### config.mk
export PLATFORM = sky130hd
export DESIGN_NAME = clock_tick_controller
export DESIGN_NICKNAME = d
export VERILOG_FILES = /design/src/rtl/clock_tick_controller_pkg.sv /design/src/rtl/clock_tick_controller_button_debouncer.sv /design/src/rtl/clock_tick_controller.sv
export SDC_FILE = /design/constraint.sdc
export NUM_CORES = 1
export LEC_CHECK = 0
export ABC_AREA = 1
export CAP_MARGIN = 0
export CORE_UTILIZATION = 55
export DETAILED_ROUTE_END_ITERATION = 10
export MAX_ROUTING_LAYER = met4
export PLACE_DENSITY = 0.72
export SLEW_MARGIN = 0
export SYNTH_ARGS = -nofsm -noshare
export SYNTH_HDL_FRONTEND = slang
export SYNTH_SLANG_ARGS = --single-unit
### constraint.sdc
create_clock -name clk -period 4.6 [get_ports clk]
set_clock_uncertainty 0.1 [all_clocks]
set_input_delay 1.38 -clock clk [delete_from_list [all_inputs] [get_ports clk]]
set_output_delay 1.38 -clock clk [all_outputs]
set_load 0.02 [all_outputs]
### src/rtl/clock_tick_controller_pkg.sv
// Shared definitions for the clock tick controller: set-mode encoding and a
// counter sizing helper used by the prescaler, debouncers and repeat timer.
package clock_tick_controller_pkg;

    typedef enum logic [1:0] {
        MODE_RUN         = 2'd0,
        MODE_SET_HOURS   = 2'd1,
        MODE_SET_MINUTES = 2'd2,
        MODE_RESERVED    = 2'd3
    } mode_e;

    // Bits needed to hold the values 0..n-1 (never less than one bit).
    function automatic int counter_width(input int n);
        int w;
        w = 1;
        while ((1 << w) < n) w++;
        return w;
    endfunction

endpackage

### src/rtl/clock_tick_controller_button_debouncer.sv
// Raw button front end: two-flop synchroniser, stability-count debounce and a
// one-cycle press pulse on the debounced rising edge.
module clock_tick_controller_button_debouncer
    import clock_tick_controller_pkg::*;
#(
    parameter int DEBOUNCE_CYCLES = 500000
) (
    input  logic clk,
    input  logic reset,
    input  logic btn,
    output logic level,
    output logic press
);

    localparam int CW = counter_width(DEBOUNCE_CYCLES);
    localparam logic [CW-1:0] CNT_LAST = CW'(DEBOUNCE_CYCLES - 1);

    logic          sync1_reg;
    logic          sync2_reg;
    logic          level_reg;
    logic          press_reg;
    logic [CW-1:0] cnt_reg;
    logic          differ;
    logic          settle;

    assign differ = (sync2_reg != level_reg);
    assign settle = differ && (cnt_reg == CNT_LAST);

    always_ff @(posedge clk or posedge reset) begin
        if (reset) begin
            sync1_reg <= 1'b0;
            sync2_reg <= 1'b0;
            level_reg <= 1'b0;
            press_reg <= 1'b0;
            cnt_reg   <= '0;
        end else begin
            sync1_reg <= btn;
            sync2_reg <= sync1_reg;
            press_reg <= settle && sync2_reg;
            // Any sample agreeing with the accepted level restarts the count.
            if (settle) begin
                level_reg <= sync2_reg;
                cnt_reg   <= '0;
            end else if (differ) begin
                cnt_reg <= cnt_reg + 1'b1;
            end else begin
                cnt_reg <= '0;
            end
        end
    end

    assign level = level_reg;
    assign press = press_reg;

endmodule

### src/rtl/clock_tick_controller.sv
// Seconds prescaler, tick cascade and mode/adjust set FSM for the BCD time
// register. Define AUTO_REPEAT_EN to enable hold-to-repeat on the adjust button.
module clock_tick_controller
    import clock_tick_controller_pkg::*;
#(
    parameter int TICK_DIVIDER         = 50000000,
    parameter int DEBOUNCE_CYCLES      = 500000,
    parameter int REPEAT_DELAY_CYCLES  = 25000000,
    parameter int REPEAT_PERIOD_CYCLES = 12500000
) (
    input  logic       clk,
    input  logic       reset,
    input  logic       btn_mode,
    input  logic       btn_adjust,
    input  logic       wrap_hours,
    input  logic       wrap_minutes,
    input  logic       wrap_seconds,
    output logic       increment_hours,
    output logic       increment_minutes,
    output logic       increment_seconds,
    output logic [1:0] mode,
    output logic       blink
);

    localparam int PW = counter_width(TICK_DIVIDER);
    localparam logic [PW-1:0] PRESC_LAST = PW'(TICK_DIVIDER - 1);
    localparam logic [PW-1:0] BLINK_HALF = PW'(TICK_DIVIDER / 2);

    mode_e         mode_reg, mode_next;
    logic [PW-1:0] presc_reg, presc_next;
    logic          inc_h_reg, inc_h_next;
    logic          inc_m_reg, inc_m_next;
    logic          inc_s_reg, inc_s_next;
    logic          blink_reg, blink_next;
    logic          tick;
    logic          mode_press;
    logic          adj_press;
    logic          adj_fire;
    logic [1:0]    btn_vec, level_vec, press_vec;

    // Bit 0 is the mode button, bit 1 the adjust button.
    assign btn_vec = {btn_adjust, btn_mode};

    for (genvar gi = 0; gi < 2; gi++) begin : g_btn
        clock_tick_controller_button_debouncer #(
            .DEBOUNCE_CYCLES(DEBOUNCE_CYCLES)
        ) u_debouncer (
            .clk  (clk),
            .reset(reset),
            .btn  (btn_vec[gi]),
            .level(level_vec[gi]),
            .press(press_vec[gi])
        );
    end

    assign mode_press = press_vec[0];
    assign adj_press  = press_vec[1];
    assign tick       = (presc_reg == PRESC_LAST);

    // Hours wrap is handled inside the time register itself.
    logic unused_inputs;
    assign unused_inputs = ^{wrap_hours, level_vec[0]};

`ifdef AUTO_REPEAT_EN
    localparam int RW = counter_width((REPEAT_DELAY_CYCLES > REPEAT_PERIOD_CYCLES) ?
                                      REPEAT_DELAY_CYCLES : REPEAT_PERIOD_CYCLES);
    localparam logic [RW-1:0] DELAY_LAST  = RW'(REPEAT_DELAY_CYCLES - 1);
    localparam logic [RW-1:0] PERIOD_LAST = RW'(REPEAT_PERIOD_CYCLES - 1);

    logic [RW-1:0] rep_cnt_reg;
    logic          rep_armed_reg;
    logic          rep_periodic_reg;
    logic          rep_fire;
    logic          adj_level;

    assign adj_level = level_vec[1];
    assign rep_fire  = rep_armed_reg && adj_level &&
                       (rep_cnt_reg == (rep_periodic_reg ? PERIOD_LAST : DELAY_LAST));

    always_ff @(posedge clk or posedge reset) begin
        if (reset) begin
            rep_cnt_reg      <= '0;
            rep_armed_reg    <= 1'b0;
            rep_periodic_reg <= 1'b0;
        end else if (mode_press || !adj_level ||
                     mode_reg == MODE_RUN || mode_reg == MODE_RESERVED) begin
            rep_cnt_reg      <= '0;
            rep_armed_reg    <= 1'b0;
            rep_periodic_reg <= 1'b0;
        end else if (adj_press) begin
            rep_cnt_reg      <= '0;
            rep_armed_reg    <= 1'b1;
            rep_periodic_reg <= 1'b0;
        end else if (rep_armed_reg) begin
            if (rep_fire) begin
                rep_cnt_reg      <= '0;
                rep_periodic_reg <= 1'b1;
            end else begin
                rep_cnt_reg <= rep_cnt_reg + 1'b1;
            end
        end
    end

    assign adj_fire = adj_press || rep_fire;
`else
    // Without auto-repeat only the press edge matters; hold timing is irrelevant.
    localparam int unused_repeat_cfg = REPEAT_DELAY_CYCLES + REPEAT_PERIOD_CYCLES;
    logic unused_adj_level;
    assign unused_adj_level = level_vec[1];
    assign adj_fire = adj_press;
`endif

    always_ff @(posedge clk or posedge reset) begin
        if (reset) begin
            mode_reg  <= MODE_RUN;
            presc_reg <= '0;
            inc_h_reg <= 1'b0;
            inc_m_reg <= 1'b0;
            inc_s_reg <= 1'b0;
            blink_reg <= 1'b0;
        end else begin
            mode_reg  <= mode_next;
            presc_reg <= presc_next;
            inc_h_reg <= inc_h_next;
            inc_m_reg <= inc_m_next;
            inc_s_reg <= inc_s_next;
            blink_reg <= blink_next;
        end
    end

    always_comb begin
        mode_next  = mode_reg;
        presc_next = tick ? '0 : presc_reg + 1'b1;
        inc_s_next = (mode_reg == MODE_RUN) && tick;
        inc_m_next = inc_s_next && wrap_seconds;
        inc_h_next = inc_m_next && wrap_minutes;

        case (mode_reg)
            MODE_RUN:         if (mode_press) mode_next = MODE_SET_HOURS;
            MODE_SET_HOURS:   if (mode_press) mode_next = MODE_SET_MINUTES;
            MODE_SET_MINUTES: if (mode_press) mode_next = MODE_RUN;
            default:          mode_next = MODE_RUN;
        endcase

        // Re-entering RUN restarts the second so the first tick is a full period away.
        if (mode_reg == MODE_SET_MINUTES && mode_press) presc_next = '0;

        if (adj_fire && !mode_press) begin
            if (mode_reg == MODE_SET_HOURS)   inc_h_next = 1'b1;
            if (mode_reg == MODE_SET_MINUTES) inc_m_next = 1'b1;
        end

        blink_next = (mode_next != MODE_RUN) && (presc_next < BLINK_HALF);
    end

    assign increment_hours   = inc_h_reg;
    assign increment_minutes = inc_m_reg;
    assign increment_seconds = inc_s_reg;
    assign mode              = mode_reg;
    assign blink             = blink_reg;

endmodule
==> flow_metrics.py, run 1 <==
metrics = {
    "placement": {
        "dp_cells": 671,
        "io_buffers": 11,
        "dp_hpwl_mm": 6.58,
        "gp_congestion": 0.909,
    },
    "floorplan": {
        "rows": 31,
        "ios": 13,
        "dieHeight_um": 90.7,
        "start_util": 0.584,
        "core_um2": 7410,
        "die_area_um2": 8220,
        "die_w_um": 90.7,
    },
    "grt": {
        "grtUsageMet2": 0.384,
        "met1_usage": 0.292,
        "grt_max_degree": 46,
        "grt_util_met3": 0.0429,
        "grt_pass1_wl_mm": 15.2,
        "grt_overflow": 0,
        "grt_busiest_layer": "met2",
        "grt_pass1_vias": 3580,
        "grt_usage": 0.237,
        "antenna_found_initial": 0,
    },
    "critical_path": {
        "path_class": "reg2out",
        "cp_max_fo": 5,
        "path_buf_inv": 1,
        "arrival_ps": 1420,
        "end_kind": "output pin",
        "slowest_delay_ps": 640,
        "path_cells": "clkdlybuf4s50_1",
        "critPathLaunchType": "register",
        "crit_required_ps": 3120,
        "cp_slowest_cell": "clkdlybuf4s50_1",
        "crit_family": "buffers and inverters",
    },
    "timing": {
        "relSlewSlack": 0.324,
        "hold_viol": 0,
        "final_max_slew_viol_count": 0,
        "max_slew.worst_pin.slew_ps": 1010,
        "rsz0062_at_grt": "no",
        "setup-violations-final": 0,
        "min_period_ps": 2900,
        "setup_tns_ps": 0,
        "fin_crit_sh": 0.631,
        "fmax_ghz": 0.345,
    },
    "job": {
        "cap_violations": 0,
    },
    "logic_synthesis": {
        "synth_area_um2": 4330,
        "ys_top_cells_by_area": "dfrtp_1 (45%), nand2_1 (10%), inv_1 (8.1%)",
        "synthCells": 561,
        "synth-seq-cells": 78,
        "syn-mean-instance-area_um2": 7.71,
        "yosysWarnings": 0,
        "yosysSeqAreaShare": 0.451,
        "synth_top_cell_by_area": "dfrtp_1",
        "synth.top_cell.area_share": 0.451,
        "ys_types": 39,
        "synth_fp_nets": 571,
    },
    "clocking": {
        "cts_made_buffers": 9,
        "postCtsSetupRepairBufs": 0,
        "htree_levels": 3,
        "postCtsHoldBufs": 0,
        "cts_max_path_buffers": 2,
        "cts_resized": 0,
        "cts_sinks": 78,
        "cts-root-buf": "clkbuf_8",
        "clk_pin_slew_worst_paths_ps": 90,
        "cts_tree": "yes",
        "clk_latency_ps": 350,
    },
    "final_layout": {
        "layout_common_cells": "nand2_1 (115), inv_1 (92), nor2_1 (83)",
        "syn_to_final_growth_pct": 9.26,
        "final_common_cell": "nand2_1",
        "nets": 593,
        "stdcell_count": 687,
        "layout-drive-gt1-share": 0.107,
        "largest_register_ffs": 38,
        "antenna_cells": 0,
    },
    "detailed_routing": {
        "firstDrtPassIters": 5,
        "drtAntennaViolNets": 0,
        "via_count": 3595,
        "wl_per_cell_um": 12.6,
        "totalWireLength_mm": 8.67,
        "route.detailed.drc": 0,
        "first_iter_violations": 206,
        "vias_per_cell": 5.23,
    },
    "power": {
        "design_power_total_uw": 1180,
        "ir_worst_vdd_uv": 186,
        "p_leak_uw": 0.00218,
        "p_per_area_nw_per_um2": 249,
    },
    "worst_hold_path": {
        "hold_path.class": "reg2reg",
    },
    "status": {
        "status": "finished clean",
    },
}
-- metrics by stage --
step / util / area, um2 / hold WS, ps / setup WS (ps)
floorplan: - / 4330 / 231 / 1120
global placement: 0.616 / 4560 / 234 / 1860
detailed placement: 0.616 / 4560 / 242 / 1840
CTS: 0.638 / 4730 / 260 / 1690
global route: 0.638 / 4730 / 273 / 1640
finish: 0.638 / 4730 / 258 / 1700
-- power breakdown --
part | internal (uW) | switching [uW] | leakage (uW)
logic | 12.2 | 25.5 | 0.00103
clock network | 192 | 253 | 0.0000885
registers | 691 | 5.35 | 0.00106
-- synthesized netlist by cell type --
cell type and number:
a211oi_1 2, a211oi_2 1, a21oi_1 13, a311oi_1 1, a31oi_1 3, a32o_1 1, and2_1 1, and3_1 1
buf_6 1, clkbuf_1 1, dfrtp_1 78, ha_1 3, inv_1 93, inv_2 4, inv_4 1, nand2_1 115
nand2_2 8, nand3_1 34, nand3_2 2, nand3b_1 4, nand4_1 19, nor2_1 83, nor2_2 12, nor2_4 8
nor3_1 15, nor3_2 2, nor3_4 1, nor3b_1 3, nor4_1 7, nor4b_1 1, o21a_1 2, o21ai_0 13
o21bai_1 3, o31ai_1 1, or2_1 2, or2_2 4, xnor2_1 5, xnor2_4 1, xor2_1 12
-- layer usage --
metal,vias to the layer above,part of all wire
met1,1665,0.46
met3,21,0.038
met5,-,0
li1,1829,-
met4,0,0.024
met2,80,0.48
-- final timing paths --
kind | from | cells past startpoint | end | slack [ps]
min in group asynchronous | reset | 2 | g_btn[1].u_debouncer.cnt_reg[15] | 1360
max reg2reg | g_btn[0].u_debouncer.level | 5 | g_btn[0].u_debouncer.cnt_reg[8] | 2260
max in group asynchronous | reset | 3 | presc_reg[7] | 2280
min reg2reg | g_btn[1].u_debouncer.sync1_reg | 0 | g_btn[1].u_debouncer.sync2_reg | 260
max | mode[1] | 1 | mode[1] | 1700
min | g_btn[1].u_debouncer.sync1_reg | 0 | g_btn[1].u_debouncer.sync2_reg | 260
-- final cells by class --
class,count,area [um2]
Clock buffer,9,124
Clock inverter,7,41.3
Fill cell,660,2680
Inverter,98,372
Multi-Input combinational cell,383,1990
Sequential cell,78,1950
Tap cell,99,124
Timing Repair Buffer,13,125
-- cells by family after synthesis --
kind of cell               after synthesis  share of synthesized area
AOI/OAI and AO/OA                       40                     0.0555
xor gates and xnor gates                18                     0.0408
and+or+nand+nor                        322                      0.355
DFF                                     78                      0.451
buffers and inverters                  100                     0.0891
adders and majority gates                3                    0.00868
Power figures use the tool's default switching activity.
==> run 2: changes to the inputs <==
==> constraint.sdc (replaced) <==
create_clock -name clk -period 2.8 [get_ports clk]
set_clock_uncertainty 0.1 [all_clocks]
set_input_delay 0.84 -clock clk [delete_from_list [all_inputs] [get_ports clk]]
set_output_delay 0.84 -clock clk [all_outputs]
set_load 0.02 [all_outputs]
==> run 2 against run 1 <==
Against the previous run: combinational power is 72% higher; final area rose by 1.2%; first-iteration DRC count up 0.49%; register-to-register slack worse by 1600 ps; worst setup slack lost 1300 ps; clock power is 98% higher; sequential share of layout area down 0.48 points; largest cell class unchanged.
==> flow_metrics.py, run 2 (synthesis results as in run 1) <==
metrics = {
    "critical_path": {
        "path_cells": "clkdlybuf4s50_1",
        "cp_slowest_cell": "clkdlybuf4s50_1",
        "crit_family": "buffers and inverters",
        "r2r_slack_ps": 680,
        "end_kind": "output pin",
        "worstRegToRegCells": 15,
        "crit_required_ps": 1860,
        "critPathLaunchType": "register",
        "reg2reg_from": "presc_reg[0]",
        "path_class": "reg2out",
        "cp_max_fo": 5,
        "path_depth": 1,
        "arrival_ps": 1430,
        "slowest_delay_ps": 640,
        "path_buf_inv": 1,
        "timing.rr.end": "blink",
    },
    "final_layout": {
        "stdcell_count": 687,
        "final_common_cell": "nand2_1",
        "largest_register_ffs": 38,
        "layout-drive-gt1-share": 0.107,
        "syn_to_final_growth_pct": 10.5,
        "antenna_cells": 0,
        "layout_common_cells": "nand2_1 (115), inv_1 (92), nor2_1 (83)",
        "nets": 593,
        "fin_area_um2": 4780,
    },
    "detailed_routing": {
        "drtAntennaViolNets": 0,
        "wl_per_cell_um": 13.0,
        "route.detailed.drc": 0,
        "totalWireLength_mm": 8.96,
        "via_count": 3564,
        "first_iter_violations": 207,
        "vias_per_cell": 5.19,
        "firstDrtPassIters": 6,
    },
    "worst_hold_path": {
        "worstHoldPathCells": 0,
        "worstHoldEndpoint": "g_btn[0].u_debouncer.sync2_reg",
        "hold_path.class": "reg2reg",
        "hold_start": "g_btn[0].u_debouncer.sync1_reg",
    },
    "power": {
        "p_per_area_nw_per_um2": 437,
        "p_leak_uw": 0.00219,
        "ir_worst_vdd_uv": 306,
        "design_power_total_uw": 2090,
    },
    "timing": {
        "max_slew.worst_pin.slew_ps": 468,
        "fin_crit_sh": 0.845,
        "final_max_slew_viol_count": 0,
        "hold_viol": 0,
        "whs_ps": 251,
        "setup_tns_ps": 0,
        "min_period_ps": 2370,
        "rsz0062_at_grt": "no",
        "setup-violations-final": 0,
        "fmax_ghz": 0.423,
        "relSlewSlack": 0.685,
    },
    "placement": {
        "postPlaceCellArea_um2": 4580,
        "io_buffers": 11,
        "gp_congestion": 0.923,
        "dp_hpwl_mm": 6.64,
        "dp_cells": 671,
    },
    "clocking": {
        "cts_sinks": 78,
        "htree_levels": 3,
        "clk_pin_slew_worst_paths_ps": 80,
        "clk_latency_ps": 350,
        "postCtsHoldBufs": 0,
        "cts_made_buffers": 9,
        "cts_resized": 0,
        "cts_max_path_buffers": 2,
        "cts_tree": "yes",
        "cts-root-buf": "clkbuf_8",
        "postCtsSetupRepairBufs": 0,
    },
    "job": {
        "cap_violations": 0,
    },
    "floorplan": {
        "die_w_um": 90.7,
        "core_um2": 7410,
        "die_area_um2": 8220,
        "ios": 13,
        "start_util": 0.584,
        "rows": 31,
        "dieHeight_um": 90.7,
    },
    "grt": {
        "antenna_found_initial": 0,
        "grt_max_degree": 79,
        "grt_pass1_wl_mm": 15.5,
        "grt_overflow": 0,
        "grt_pass1_vias": 3472,
        "grt_usage": 0.244,
    },
    "status": {
        "status": "finished clean",
    },
}
[run 2: cell count changes in the layout (fill, tap and decap cells not counted)]
cell / before / now
clkbuf_8: 9 / 10
inv_6: 0 / 2
buf_4: 2 / 1
buf_12: 0 / 1
clkinv_4: 1 / 0
clkinv_2: 6 / 1
bufinv_16: 0 / 1
clkinvlp_4: 1 / 3
[run 2: cell type report]
type | instances | area [um2]
clock buffer | 10 | 138
timing repair buffer | 13 | 138
fill | 645 | 2630
sequential | 78 | 1950
inverter | 98 | 374
clock inverter | 6 | 67.6
tap | 99 | 124
multi-input combinational | 383 | 1990
[run 2: worst max-delay path by stage]
stage	start	to	slack [ps]
5_1_grt	mode[1]	mode[1]	400
3_5_place_dp	presc_reg[0]	blink	690
4_1_cts	mode[1]	mode[1]	440
2_1_floorplan	presc_reg[0]	blink	950
3_3_place_gp	g_btn[0].u_debouncer.cnt_reg[0]	g_btn[0].u_debouncer.cnt_reg[16]	740
6_report	mode[1]	mode[1]	430
[run 2: power breakdown]
part           internal (uW)  switching [uW]
Combinational           22.2            42.5
Sequential              1140            8.64
Clock                    441             439
[run 2: per-layer routing]
metal | global-route usage | up-vias | part of all wire
met5 | - | - | 0
met1 | 0.297 | 1663 | 0.45
met4 | 0.0995 | 0 | 0.014
met2 | 0.410 | 54 | 0.50
met3 | 0.0311 | 11 | 0.028
li1 | - | 1836 | -
[run 2: per-stage QoR]
stage	util	setup slack [ps]
floorplan	-	949
finish	0.645	434
CTS	0.645	435
global route	0.645	395
detailed placement	0.618	695
global placement	0.618	740
==> run 3: changes to the inputs <==
--- a/config.mk
+++ b/config.mk
@@ -10,7 +10,7 @@
 export CORE_UTILIZATION = 55
 export DETAILED_ROUTE_END_ITERATION = 10
 export MAX_ROUTING_LAYER = met4
-export PLACE_DENSITY = 0.72
+export PLACE_DENSITY = 0.75
 export SLEW_MARGIN = 0
 export SYNTH_ARGS = -nofsm -noshare
 export SYNTH_HDL_FRONTEND = slang
==> constraint.sdc (replaced) <==
create_clock -name clk -period 2 [get_ports clk]
set_clock_uncertainty 0.1 [all_clocks]
set_input_delay 0.6 -clock clk [delete_from_list [all_inputs] [get_ports clk]]
set_output_delay 0.6 -clock clk [all_outputs]
set_load 0.02 [all_outputs]
==> run 3 against run 2 <==
Against the previous run: worst setup slack worse by 400 ps; die area is the same; count of clock-buffer cells in the layout is the same; first-iteration DRC count is 12% lower; routed wire length fell by 1.8%; non-clock buffer count is 8 higher; sequential share of layout area is 1.1 points lower; final cell count grew 1.2%; register-to-register slack got worse by 640 ps; critical endpoint is now blink; final area grew 2.8%; power grew 40%.
==> flow_metrics.py, run 3 (synthesis results as in run 1) <==
metrics = {
    "timing": {
        "fmax_ghz": 0.510,
        "relSlewSlack": 0.643,
        "max_slew.worst_pin.slew_ps": 531,
        "final_max_slew_viol_count": 0,
        "rsz0062_at_grt": "yes",
        "fin_crit_sh": 0.981,
        "hold_viol": 0,
        "setup-violations-final": 0,
        "min_period_ps": 1960,
    },
    "final_layout": {
        "nFillCells": 626,
        "stdcell_count": 695,
        "largest_register_ffs": 38,
        "syn_to_final_growth_pct": 13.7,
        "final_common_cell": "nand2_1",
        "nets": 601,
        "seq_area_um2": 1950,
        "multi_input_area_um2": 2060,
        "antenna_cells": 0,
        "utilization": 0.664,
        "layout_common_cells": "nand2_1 (115), inv_1 (92), nor2_1 (81)",
        "layout-drive-gt1-share": 0.133,
    },
    "status": {
        "status": "finished clean",
    },
    "placement": {
        "io_buffers": 11,
        "gp_congestion": 0.959,
        "dp_cells": 678,
        "dp_hpwl_mm": 6.50,
    },
    "clocking": {
        "postCtsHoldBufs": 0,
        "clk_latency_ps": 350,
        "cts_tree": "yes",
        "htree_levels": 3,
        "cts-root-buf": "clkbuf_8",
        "cts_sinks": 78,
        "cts_max_path_buffers": 2,
        "cts_made_buffers": 9,
        "clk_pin_slew_worst_paths_ps": 80,
    },
    "floorplan": {
        "core_um2": 7410,
        "start_util": 0.584,
        "ios": 13,
        "die_area_um2": 8220,
        "die_w_um": 90.7,
        "dieHeight_um": 90.7,
        "rows": 31,
    },
    "detailed_routing": {
        "via_count": 3587,
        "totalWireLength_mm": 8.80,
        "vias_per_cell": 5.16,
        "first_iter_violations": 183,
        "wl_per_cell_um": 12.7,
        "firstDrtPassIters": 5,
        "route.detailed.drc": 0,
        "drtAntennaViolNets": 0,
    },
    "critical_path": {
        "reg2reg_from": "presc_reg[0]",
        "cp_slowest_cell": "dfrtp_1",
        "path_class": "reg2reg",
        "r2r_slack_ps": 40,
        "crit_required_ps": 2150,
        "cp_common_cell": "nand2_1",
        "cp_max_fo": 8,
        "timing.rr.end": "blink",
        "critPathLaunchType": "register",
        "slowest_delay_ps": 430,
        "worstRegToRegCells": 15,
        "end_kind": "register",
        "arrival_ps": 2110,
        "path_cells": "ha_4 -> nand2_4 -> inv_2 -> nand2_1 -> nor2_1 -> nand2_1 -> nor2_2 -> nor2_4 -> inv_4 -> nor2_4 -> nand2_1 -> nand2_1 -> nor2_1 -> nand2_1 -> nand2_1",
    },
    "grt": {
        "grt_usage": 0.240,
        "grt_max_degree": 79,
        "grt_pass1_wl_mm": 15.3,
        "grt_pass1_vias": 3604,
        "antenna_found_initial": 0,
        "grt_overflow": 0,
    },
    "power": {
        "p_per_area_nw_per_um2": 595,
        "power.share.clock": 0.420,
        "ir_worst_vdd_uv": 381,
        "p_leak_uw": 0.00229,
        "power_switching_uw": 684,
        "power.share.sequential": 0.547,
        "internal_power_uw": 2240,
        "switching_share": 0.234,
        "share_comb_of_total_power": 0.033,
    },
    "job": {
        "cap_violations": 0,
    },
    "worst_hold_path": {
        "worstHoldPathCells": 0,
        "worstHoldEndpoint": "g_btn[0].u_debouncer.sync2_reg",
        "hold_start": "g_btn[0].u_debouncer.sync1_reg",
        "hold_path.class": "reg2reg",
    },
}
-- run 3: power groups by stage --
stage          Clock [uW]  Combinational, uW  Sequential [uW]
2_1_floorplan           0               59.1             1630
3_3_place_gp            0               96.1             1630
3_5_place_dp            0               97.9             1630
4_1_cts              1260               98.4             1600
5_1_grt              1330                111             1600
6_report             1230               96.5             1600
-- run 3: final cells by class --
type / instances / area share
sequential: 78 / 0.397
clock buffer: 10 / 0.0280
inverter: 98 / 0.0766
multi-input combinational: 383 / 0.419
tap: 99 / 0.0252
clock inverter: 6 / 0.0145
timing repair buffer: 21 / 0.0395
-- run 3: what timing repair did --
action                                  4_1_cts  5_1_grt
pin swaps                                     0        7
setup buffers                                 0        1
gates resized for setup                       6       17
cloned                                        0        0
endpoints found under the setup margin        6        8
-- run 3: metrics by stage --
| step | hold slack (ps) | instance area, um2 | power, uW | TNS, ps | worst slack [ps] |
|---|---|---|---|---|---|
| 4_1_cts | 261 | 4840 | 2960 | 0 | 4.53 |
| 5_1_grt | 276 | 4920 | 3040 | -93.2 | -93.2 |
| 3_3_place_gp | 240 | 4630 | 1730 | 0 | 32.3 |
| 6_report | 261 | 4920 | 2920 | 0 | 37.7 |
| 2_1_floorplan | 231 | 4330 | 1690 | 0 | 149 |
| 3_5_place_dp | 243 | 4630 | 1730 | 0 | 1.42 |
-- run 3: critical path, delay by kind of cell (launching register included) --
kind          cells  cell delay (ps)
buf+inv           2              150
flops             1              430
simple gates     12              980
fa+ha+maj         1              190
-- run 3: routing by layer --
| layer | wire length [um] | GRT usage | part of all wire | vias to the layer above |
|---|---|---|---|---|
| met1 | 4110 | 0.286 | 0.47 | 1666 |
| met2 | 4250 | 0.391 | 0.48 | 64 |
| met5 | 0 | - | 0 | - |
| met4 | 169 | 0.110 | 0.019 | 0 |
| met3 | 270 | 0.0480 | 0.031 | 14 |
| li1 | - | - | - | 1843 |
-- run 3: worst max path at each step --
stage	slack (ps)	from	end
after floorplan	150	presc_reg[0]	blink
after global placement	30	presc_reg[0]	blink
after detailed placement	1	g_btn[1].u_debouncer.cnt_reg[0]	g_btn[1].u_debouncer.cnt_reg[12]
after CTS	5	increment_minutes	increment_minutes
after global routing	-90	presc_reg[0]	blink
final	40	presc_reg[0]	blink
==> RTL edit (config.mk and constraints of run 2) <==
Change the parameter `TICK_DIVIDER` from 50000000 to 200000000.
--- a/src/rtl/clock_tick_controller.sv
+++ b/src/rtl/clock_tick_controller.sv
@@ -3,7 +3,7 @@
 module clock_tick_controller
     import clock_tick_controller_pkg::*;
 #(
-    parameter int TICK_DIVIDER         = 50000000,
+    parameter int TICK_DIVIDER         = 200000000,
     parameter int DEBOUNCE_CYCLES      = 500000,
     parameter int REPEAT_DELAY_CYCLES  = 25000000,
     parameter int REPEAT_PERIOD_CYCLES = 12500000
Formal check against the unedited RTL: no difference found for any inputs over 10 cycles, from zero or initial values and one cycle with reset high; that may be too few to reach the edited logic, so the function may still have changed.
==> RTL edit against run 2 <==
Wire length is 7.7% higher. Core utilization shrank 1.0 points. Clock power is 7.6% higher. Synthesized area up 1.8%. Sequential cell count is 2 higher. Die area is 1.8% higher. Critical path depth unchanged. Power grew 4.6%. Cell count up 5.4%. Setup slack got worse by 0.034 ns. Register-to-register slack worse by 0.18 ns. Final area is 2.6% higher. Non-clock buffer count is 1 higher. Critical endpoint unchanged. Largest power group unchanged. Highest routed layer unchanged.
==> RTL edit: results (changes against run 2) <==
* Status: completed (unchanged)
* R2R setup slack at 0.50 ns (was 0.68 ns)
* Final setup margin at 0.400 ns (was 0.434 ns)
* CP Max Fanout at 5 (unchanged)
* Antenna cells at 0 (unchanged)
* Largest cells by area after synthesis: dfrtp_1 (45%), nand2_1 (11%), nor2_1 (9.2%) (was dfrtp_1 (45%), nand2_1 (10%), inv_1 (8.1%))
* Share of layout cells above drive strength 1 at 8.68% (was 10.7%)
* Final layout net count at 627 (was 593)
* DR vias at 3,757 (was 3,564)
* Grt total ovfl at 0 (unchanged)
* RePlAce Congestion at 0.942 (was 0.923)
* Starting DRT DRC Count at 227 (was 207)
* Max Buffers Root-to-Sink at 2 (unchanged)
* Resized Gates After CTS at 0 (unchanged)
* Ys async rst share at 100% (unchanged)
* R2r startpoint: presc_reg[0] (unchanged)
* Peak VDD IR at 368 uV (was 306 uV)
* Post-Syn Nets at 603 (was 571)
* Top Family by Delay on Critical Path: buffers and inverters (unchanged)
* Worst Path Arrival at 1.46 ns (was 1.43 ns)
* Actual slew at the worst max-slew pin at 0.489 ns (was 0.468 ns)
* Number of global-route vias before repair at 3,551 (was 3,472)
* Slowest cell on the critical path: clkdlybuf4s50_1 (unchanged)
* Hold Path Class: reg2reg (unchanged)
* CP Launch Type: flip-flop (unchanged)
* Number of I/O port buffers at 11 (unchanged)
* CP peak stage delay at ~0.65 ns
* Hold Violations, Final at 0 (unchanged)
* Critical path launch point: mode[1] (unchanged)
* Largest net degree at the start of global routing at 36 (was 79)
* Top post-synthesis cells by count: nand2_1 (128), nor2_1 (108), inv_1 (94) (was nand2_1 (115), inv_1 (93), nor2_1 (83))
* Unique masters post-synth at 33 (was 39)
* YS warnings at 0 (unchanged)
* H-tree levels at 3 (unchanged)
* Hold Startpoint: g_btn[0].u_debouncer.sync1_reg (unchanged)
* Hold Crit Depth at 0 (unchanged)
* R2R depth at 13 (was 15)
* Clk slew on worst S/H paths at around 0.09 ns
* Clock Latency Late Sink at 0.35 ns (about the same)
* Root Buffer: clkbuf_8 (unchanged)
* Final HPWL DP at 7240 um (was 6640 um)
* Postcts setup bufs at 0 (unchanged)
* Lkg Pwr at 0.00231 uW (was 0.00219 uW)
* Ys flop type: dfrtp_1 (unchanged)
* CTS Buf Count at 9 (unchanged)
* Initial antenna violation count at 0 (unchanged)
* Total Routed Length at 9660 um (was 8960 um)
* Place WS at 0.544 ns (was 0.695 ns)
* Seq/Total Area, Yosys at 45.5% (was 45.1%)
* Total GRT Usage at 26.5% (was 24.4%)
* DRT Pass-1 Iters at 5 (was 6)
* Hold-fix buffers, CTS at 0 (unchanged)
* Global-route wire length before repair at 16,800 um (was 15,500 um)
* Max reg flops at 38 (unchanged)
-- RTL edit: cell types whose count changed after synthesis, moves of 5 or more --
cell     delta
o21ai_0    +13
nand2_2     -6
nand2_1    +13
a21oi_1     +6
nor3_1      -5
nor2_1     +25
nand4_1     -8
nand3_1    +11
-- RTL edit: power breakdown --
group | internal, uW | leakage [uW] | switching [uW] | total, uW
clock | 509 | 0.000111 | 438 | 947
sequential | 1160 | 0.00109 | 7.18 | 1170
combinational | 22.1 | 0.00111 | 43.8 | 65.9
-- RTL edit: final timing paths --
check,endpoint
max,mode[1]
min,g_btn[0].u_debouncer.sync2_reg
max reg2reg,blink
min reg2reg,g_btn[0].u_debouncer.sync2_reg
max in group asynchronous,g_btn[1].u_debouncer.cnt_reg[18]
min in group asynchronous,presc_reg[9]
-- RTL edit: kinds of logic (layout without fill, tap and decap cells) --
group	Yosys count	in the layout	share of synthesized area (%)
XOR/XNOR	16	16	3.18
adder cells (fa/ha/maj)	3	3	0.852
AO/OA/AOI/OAI	54	54	6.62
flip-flops	80	80	45.5
buffers and inverters	98	127	8.38
AND/OR/NAND/NOR	342	342	35.5
-- RTL edit: area by class of cell --
class	count	area, um^2
fillers	672	2820
multi-input cells	415	2030
flip-flops and latches	80	2000
inverters	97	368
repair buffers	14	158
clock buffers	10	128
well taps	102	128
clock inverters	6	91.3
-- RTL edit: through the flow --
step | utilization [%] | cell area [um^2] | hold WS [ns] | std cells | total power [uW]
after CTS | 63.5 | 4910 | 0.265 | 724 | 2210
after detailed placement | 60.7 | 4690 | 0.243 | 708 | 1260
final | 63.5 | 4910 | 0.260 | 724 | 2180
after global routing | 63.5 | 4910 | 0.275 | 724 | 2260
after floorplan | - | 4410 | 0.231 | 593 | 1230
after global placement | 60.7 | 4690 | 0.240 | 708 | 1260
-- RTL edit: layer usage --
layer	track usage [%]	wire, um	up-vias
met2	38.2	4200	100
met3	3.52	506	18
li1	-	-	1919
met4	12.4	265	0
met1	37.2	4680	1720
met5	-	0	-
